===== src/rtl/aes_pkg.sv =====
// Shared AES helpers for the encrypt round datapath: GF(2^8) xtime, the
// MixColumns column transform, column extraction and the stage FSM encoding.
package aes_pkg;

    localparam logic [7:0]  AES_POLY = 8'h1B;
    localparam int unsigned COL_W    = 32;
    localparam int unsigned STATE_W  = 128;
    localparam int unsigned NCOLS    = 4;

    typedef enum logic [1:0] {
        ST_IDLE = 2'd0,
        ST_CALC = 2'd1,
        ST_DONE = 2'd2
    } mc_state_e;

    function automatic logic [7:0] xtime(input logic [7:0] b);
        return {b[6:0], 1'b0} ^ (b[7] ? AES_POLY : 8'h00);
    endfunction

    // Column transform; a0 is the most significant byte of the word.
    function automatic logic [31:0] mixcol_word(input logic [31:0] w);
        logic [7:0] a0, a1, a2, a3;
        logic [7:0] r0, r1, r2, r3;
        a0 = w[31:24];
        a1 = w[23:16];
        a2 = w[15:8];
        a3 = w[7:0];
        r0 = xtime(a0) ^ (xtime(a1) ^ a1) ^ a2 ^ a3;
        r1 = a0 ^ xtime(a1) ^ (xtime(a2) ^ a2) ^ a3;
        r2 = a0 ^ a1 ^ xtime(a2) ^ (xtime(a3) ^ a3);
        r3 = (xtime(a0) ^ a0) ^ a1 ^ a2 ^ xtime(a3);
        return {r0, r1, r2, r3};
    endfunction

    function automatic logic [31:0] get_col(input logic [127:0] s, input logic [1:0] idx);
        return s[STATE_W - 1 - COL_W * 32'(idx) -: COL_W];
    endfunction

endpackage


===== src/rtl/mixcolumn_32.sv =====
// Combinational MixColumns on one 32-bit column.
module mixcolumn_32
    import aes_pkg::*;
(
    input  logic [31:0] i_col,
    output logic [31:0] o_col
);

    assign o_col = mixcol_word(i_col);

endmodule


===== src/rtl/mixcol_addkey_serial.sv =====
// AES encrypt round stage after ShiftRows: column-serial MixColumns (bypassed
// in the final round) followed by AddRoundKey, with valid/ready on both sides.
module mixcol_addkey_serial
    import aes_pkg::*;
#(
    parameter int unsigned COLS_PER_CYCLE = 1
) (
    input  logic         clk,
    input  logic         rst_n,
    input  logic         in_valid,
    output logic         in_ready,
    input  logic [127:0] state_in,
    input  logic [127:0] round_key,
    input  logic         last_round,
    output logic         out_valid,
    input  logic         out_ready,
    output logic [127:0] state_out,
    output logic         busy
);

    if (!(COLS_PER_CYCLE == 1 || COLS_PER_CYCLE == 2 || COLS_PER_CYCLE == 4)) begin : g_bad_cpc
        $error("COLS_PER_CYCLE must be 1, 2 or 4");
    end

    localparam int unsigned LAST_COL = NCOLS - COLS_PER_CYCLE;

    mc_state_e            r_fsm;
    mc_state_e            w_fsm_next;
    logic                 w_accept;
    logic                 w_last_step;
    logic [STATE_W-1:0]   r_state;
    logic [STATE_W-1:0]   r_key;
    logic [STATE_W-1:0]   r_result;
    logic [STATE_W-1:0]   r_state_out;
    logic [STATE_W-1:0]   w_next_result;
    logic                 r_last;
    logic                 r_out_valid;
    logic [1:0]           r_col;
    logic [1:0]           w_idx    [COLS_PER_CYCLE];
    logic [COL_W-1:0]     w_col_in [COLS_PER_CYCLE];
    logic [COL_W-1:0]     w_mc_out [COLS_PER_CYCLE];

    for (genvar gi = 0; gi < int'(COLS_PER_CYCLE); gi++) begin : g_col
        assign w_idx[gi]    = r_col + 2'(gi);
        assign w_col_in[gi] = get_col(r_state, w_idx[gi]);

        mixcolumn_32 u_mixcol (
            .i_col (w_col_in[gi]),
            .o_col (w_mc_out[gi])
        );
    end

    assign w_last_step = (r_col == 2'(LAST_COL));
    assign w_accept    = in_valid & in_ready;

    // Overlay this cycle's columns onto the partial result.
    always_comb begin
        w_next_result = r_result;
        for (int g = 0; g < int'(COLS_PER_CYCLE); g++) begin
            w_next_result[STATE_W - 1 - COL_W * 32'(w_idx[g]) -: COL_W] =
                (r_last ? w_col_in[g] : w_mc_out[g]) ^ get_col(r_key, w_idx[g]);
        end
    end

    always_ff @(posedge clk or negedge rst_n) begin
        if (!rst_n) begin
            r_fsm <= ST_IDLE;
        end else begin
            r_fsm <= w_fsm_next;
        end
    end

    // in_ready depends combinationally on out_ready in DONE so a new input
    // can be taken in the same cycle the result leaves.
    always_comb begin
        w_fsm_next = r_fsm;
        in_ready   = 1'b0;
        unique case (r_fsm)
            ST_IDLE: begin
                in_ready = 1'b1;
                if (in_valid) begin
                    w_fsm_next = ST_CALC;
                end
            end
            ST_CALC: begin
                if (w_last_step) begin
                    w_fsm_next = ST_DONE;
                end
            end
            ST_DONE: begin
                if (out_ready) begin
                    in_ready   = 1'b1;
                    w_fsm_next = in_valid ? ST_CALC : ST_IDLE;
                end
            end
            default: begin
                w_fsm_next = ST_IDLE;
            end
        endcase
    end

    always_ff @(posedge clk or negedge rst_n) begin
        if (!rst_n) begin
            r_state     <= '0;
            r_key       <= '0;
            r_last      <= 1'b0;
            r_col       <= '0;
            r_result    <= '0;
            r_state_out <= '0;
            r_out_valid <= 1'b0;
        end else begin
            if (w_accept) begin
                r_state <= state_in;
                r_key   <= round_key;
                r_last  <= last_round;
                r_col   <= '0;
            end
            if (r_fsm == ST_CALC) begin
                r_result <= w_next_result;
                r_col    <= r_col + 2'(COLS_PER_CYCLE);
                if (w_last_step) begin
                    r_state_out <= w_next_result;
                    r_out_valid <= 1'b1;
                end
            end
            if (r_fsm == ST_DONE && out_ready) begin
                r_out_valid <= 1'b0;
            end
        end
    end

    assign out_valid = r_out_valid;
    assign state_out = r_state_out;
    assign busy      = (r_fsm != ST_IDLE);

endmodule


===== config.mk =====
export PLATFORM = sky130hd
export DESIGN_NAME = mixcol_addkey_serial
export DESIGN_NICKNAME = d
export VERILOG_FILES = /design/src/rtl/aes_pkg.sv /design/src/rtl/mixcolumn_32.sv /design/src/rtl/mixcol_addkey_serial.sv
export SDC_FILE = /design/constraint.sdc
export NUM_CORES = 1
export LEC_CHECK = 0
export BUFFER_PORTS_ARGS = -buffer_cell sky130_fd_sc_hd__buf_2
export CAP_MARGIN = 20
export CORE_MARGIN = 4
export CORE_UTILIZATION = 60
export CTS_BUF_LIST = sky130_fd_sc_hd__clkbuf_2 sky130_fd_sc_hd__clkbuf_4 sky130_fd_sc_hd__clkbuf_8
export DETAILED_ROUTE_END_ITERATION = 7
export PLACE_DENSITY = 0.84
export SLEW_MARGIN = 5
export SYNTH_ARGS = -nofsm -noshare
export SYNTH_HDL_FRONTEND = slang
export SYNTH_HIERARCHICAL = 1
export SYNTH_SLANG_ARGS = --single-unit

===== constraint.sdc =====
create_clock -name clk -period 8.06 [get_ports clk]
set_input_delay 0 -clock clk [delete_from_list [all_inputs] [get_ports clk]]
set_output_delay 0 -clock clk [all_outputs]
set_load 0.03 [all_outputs]

* Yosys cells after proc, flatten, opt, wreduce, memory -nomap -nowiden
Index checks and enable logic that the tools add are counted.
** Cells by class
- $add $sub $neg :: 3
- Equal/unequal tests :: 6
- Shifts and indexed selects :: 4
- Muxes and demuxes :: 18
- Bitwise operators :: 22
- Reduce and logical (&&, ||, !) cells :: 9
** Operator list (number)
- indexed part select 159 x 33 -> 32 bit :: 2
- variable shift 32 x 34 -> 159 bit (first input constant) :: 1
- indexed part select 32 x 34 -> 159 bit :: 1
- XOR 8 bit :: 19
- bitwise mux 128 bit :: 1
- negator 32 -> 34 bit :: 1
- two-way mux 32 bit :: 1
- XOR 32 bit :: 1
- two-way mux 5 bit :: 4
- two-way mux 2 bit :: 5
- nonzero test 2 bit :: 4
- subtractor 7 x 7 -> 8 bit (first input constant) :: 1
- XOR 8 x 5 -> 8 bit :: 1
- != test 2 bit (second input constant) :: 3
- one-hot mux 2 bit (3 select lines) :: 1
- two-way mux 1 bit :: 5
- == test 2 bit (second input constant) :: 2
- AND reduction 2 bit :: 2
- AND reduction 3 bit :: 1
- adder 2 x 1 -> 2 bit (second input constant) :: 1
- == test 2 x 1 -> 1 bit (second input constant) :: 1
- logical NOT 2 bit :: 1
- one-hot mux 1 bit (2 select lines) :: 1
- bitwise AND 1 bit :: 1
- logical AND 1 bit :: 1
** Word-level totals
- Bits in registers :: 518
- Input bits :: 261
- Output and inout port bits :: 131

* Depth between registers and ports, before layout
- Word-level depth :: 12
- Gate-level depth with buffers :: 12
- Mapped depth without buffers :: 8

* By module
Netlist, hierarchy kept.
** Modules (own cells, without submodules)
- mixcol_addkey_serial :: instances 1, cells each 2000, area an instance 24093.1 um2
- mixcolumn_32 :: instances 1, cells each 80, area an instance 1326.3 um2

* Worst setup path after synthesis
No wires, ideal clock.
- Path type :: register to register
- Start :: register r_col[1]
- End :: register r_result[121]
- Arrival time :: 3.251 ns
- Path slack :: 4.688 ns
- Stages on the path, launching flop included :: 11
- Buffers on the path :: 3
- Period minus slack after synthesis :: 3.372 ns
- Cells stage by stage :: dfrtp_1 buf_2 clkbuf_1 buf_1 nor2_1 a21oi_1 xnor2_1 xnor3_1 nor2b_1 or3_4 a32o_1
** RTL lines
- from (decl) :: RTL line mixcol_addkey_serial.sv:38 : logic [1:0] r_col;
- from (signal assigned) :: RTL line mixcol_addkey_serial.sv:120 : r_col <= r_col + 2'(COLS_PER_CYCLE);
- to (signal assigned) :: RTL line mixcol_addkey_serial.sv:119 : r_result <= w_next_result;
- to (decl) :: RTL line mixcol_addkey_serial.sv:33 : logic [STATE_W-1:0] r_result;

==> impl_metrics.toml <==
[grt]
gr-total-overflow = 0
grt_use_total_pct = 44.1
grt_start_max_net_pins = 202
grt_first_pass_wirelength_um = 150000
antenna_found_initial = 13
grt_pass1_vias = 23791

[setup_path]
criticalPathCategory = "flop to flop"
ff2ff_path_depth = 8
cp.required_ns = 8.64
worst-path-buf-inv = 1
start_kind = "flop"
path_max_fanout = 48
path_depth = 8
path_cells = "buf_4 > mux2i_1 > a21oi_1 > xnor3_1 > xnor2_1 > nor2b_1 > o21ai_0 > a32o_1"
cp-end-kind = "flop"
path_delay_family = "compound AO/OA/AOI/OAI gates"
slowest_delay_ns = 0.80
crit_slowest_cell = "buf_4"
critPathArrivalTime_ns = 5.28

[timing]
final-setup-viol-count = 0
hold_viol = 0
min_period_ns = 4.70
slew_headroom_pct = 19.1
finalMaxSlewViolations = 0
fmax_ghz = 0.213
rsz0062_at_grt = "false"
finClkSkew_ns = 0.0420
worst_slack_ns = 3.36
tightest_slew_ns = 1.21
fin_crit_sh_pct = 58.4
fin_tns_setup_ns = 0

[worst_hold_path]
hp-class = "input port to flop"
holdPathStages = 3

[synth]
synthFlopType = "dfrtp_1"
yosys.area.top_type = "dfrtp_1"
synth_seq_cells = 486
async_flop_share_pct = 100
synth_warnings = 6
synthTopCellsByArea = "dfrtp_1 48%, mux2_2 11%, a32o_1 5.0%"
synth_edf_count = 0
syn_nets = 2345
syn_area_um2 = 25400
synth-seq-area-share_pct = 47.8
syn_area_per_cell_um2 = 12.2
synthCells = 2080
synth_top_cell_area_share_pct = 47.8
synth.distinct_cells = 45

[die]
start_util_pct = 60.6
die_h_um = 214
rows = 75
die_w_um = 214
die_area_um2 = 45700
core-area_um2 = 41900
io_pins = 392

[outcome]
violations = "DRC"
outcome = "complete, but fails checks"

[placement]
io_buffers = 391
gp_congestion = 0.963
placed_cells = 2870
pre_cts_ws_ns = 3.71
dp_hpwl_um = 58800

[final_layout]
area_growth_syn_to_layout_pct = 26.2
post-route-util_pct = 76.5
seq_area_um2 = 12200
fill_cells = 2357
nNetsFinal = 2943
layout.cells.non_filler = 3291
multi_input_area_um2 = 12500
drive_gt1_share_pct = 35.5

[clocking]
numCtsBuffers = 81
path_clk_slew_ns = 0.08
h-tree-depth = 3
cts_buffer_depth = 3
cts-root-buf = "clkbuf_8"
cts_tree = "done"
cts_resized = 0
cts_num_sinks = 486
clock_latency_ns = 0.70

[route]
route.detailed.drc = 1
wirelength_um = 104000
via_per_inst = 7.07
route.vias.total = 23257
first_pass_iters = 8
ant_nets = 0
drt-initial-drc-count = 3681
wl_per_cell_um = 31.6

[flow_run]
cap_viol_max_count = 0
==> area by class of cell <==
| class | count | area share (%) |
|---|---|---|
| inverter | 5 | 0.0585 |
| sequential | 486 | 37.9 |
| tap | 539 | 2.10 |
| clock inverter | 13 | 0.417 |
| clock buffer | 131 | 5.09 |
| timing repair buffer | 681 | 15.3 |
| multi-input combinational | 1423 | 39.0 |
| antenna | 13 | 0.101 |
==> Yosys cell counts (13+ instances only) <==
cell type,number
dfrtp_1,486
mux2_2,257
a21oi_1,131
o21ai_0,129
a32o_1,128
nor3_1,99
nand3_1,96
nand4_1,96
nor3b_1,96
clkbuf_1,93
buf_2,41
nor2_1,36
a2bb2oi_1,32
mux2_4,32
mux2i_1,32
mux4_2,32
nand2b_1,32
o2bb2ai_2,32
or3_4,32
xnor3_1,32
nor2b_1,18
and2b_1,16
buf_1,15
xnor2_1,15
xor2_1,13
==> metrics by stage <==
step,hold slack [ns],cell area (µm²)
finish,0.0772,32100
global route,0.103,32100
CTS,0.0764,32000
detailed placement,0.0724,27600
global placement,0.0550,27600
floorplan,-0.296,25400
==> worst reg2reg max path, cell delays in order, from the launching register on <==
cell     delay, ns
dfrtp_4       0.67
buf_4         0.81
mux2i_1       0.38
a21oi_1       0.61
xnor3_1       0.58
xnor2_1       0.52
nor2b_1       0.37
o21ai_0       0.31
a32o_1        0.35
==> worst paths after layout <==
kind / slack [ns] / start / to
max: 3.36 / r_col[0]$_DFFE_PN0P_ / r_result[114]$_DFFE_PN0P_
min: 0.08 / round_key[87] / r_key[87]$_DFFE_PN0P_
max reg2reg: 3.36 / r_col[0]$_DFFE_PN0P_ / r_result[114]$_DFFE_PN0P_
min reg2reg: 0.49 / r_result[38]$_DFFE_PN0P_ / r_result[38]$_DFFE_PN0P_
max in group asynchronous: 5.84 / rst_n / r_result[79]$_DFFE_PN0P_
min in group asynchronous: 0.45 / rst_n / r_state[116]$_DFFE_PN0P_
==> layer usage <==
metal  part of all wire [%]  up-vias  global-route usage, %
met3                     13      647                   14.8
met2                     44     2210                   67.1
met5                  0.030        -                      0
met4                    9.4        6                   32.0
met1                     33    11207                   52.6
li1                       -     9187                      -
==> timing repair <==
| action | in CTS | in global routing |
|---|---|---|
| buffers inserted | 0 | 0 |
| endpoints found under the hold margin | 347 | 0 |
| hold buffers | 261 | 0 |
| setup endpoints to repair | 0 | 0 |
==> state kept, by name, indices dropped and copies added, names as in the netlist <==
| register | count |
|---|---|
| out_valid | 1 |
| r_fsm | 2 |
| r_last | 1 |
| state_out | 128 |
| r_result | 96 |
| r_key | 128 |
| r_state | 128 |
| r_col | 2 |
==> placed cells by master, fill, tap and decap left out, drive strengths merged, types with 33 or more instances in the layout <==
master / n
a21oi: 131
a32o: 128
buf: 421
clkbuf: 131
dfrtp: 486
dlygate4sd3: 260
mux2: 289
nand3: 96
nand4: 96
nor2: 36
nor3: 100
nor3b: 96
o21ai: 129
or3: 33
==> cell families after synthesis <==
| family | after synthesis | share of synthesized area (%) |
|---|---|---|
| AO/OA/AOI/OAI | 456 | 13.3 |
| XOR/XNOR | 75 | 5.13 |
| adder cells (fa/ha/maj) | 4 | 0.197 |
| buffers and inverters | 171 | 3.16 |
| flip-flops | 486 | 47.8 |
| multiplexers | 353 | 17.4 |
| AND/OR/NAND/NOR | 535 | 13.0 |
Power is left out: the tool's default activity adds up to more than one toggle a clock period on the data nets, which glitch-free logic cannot reach.
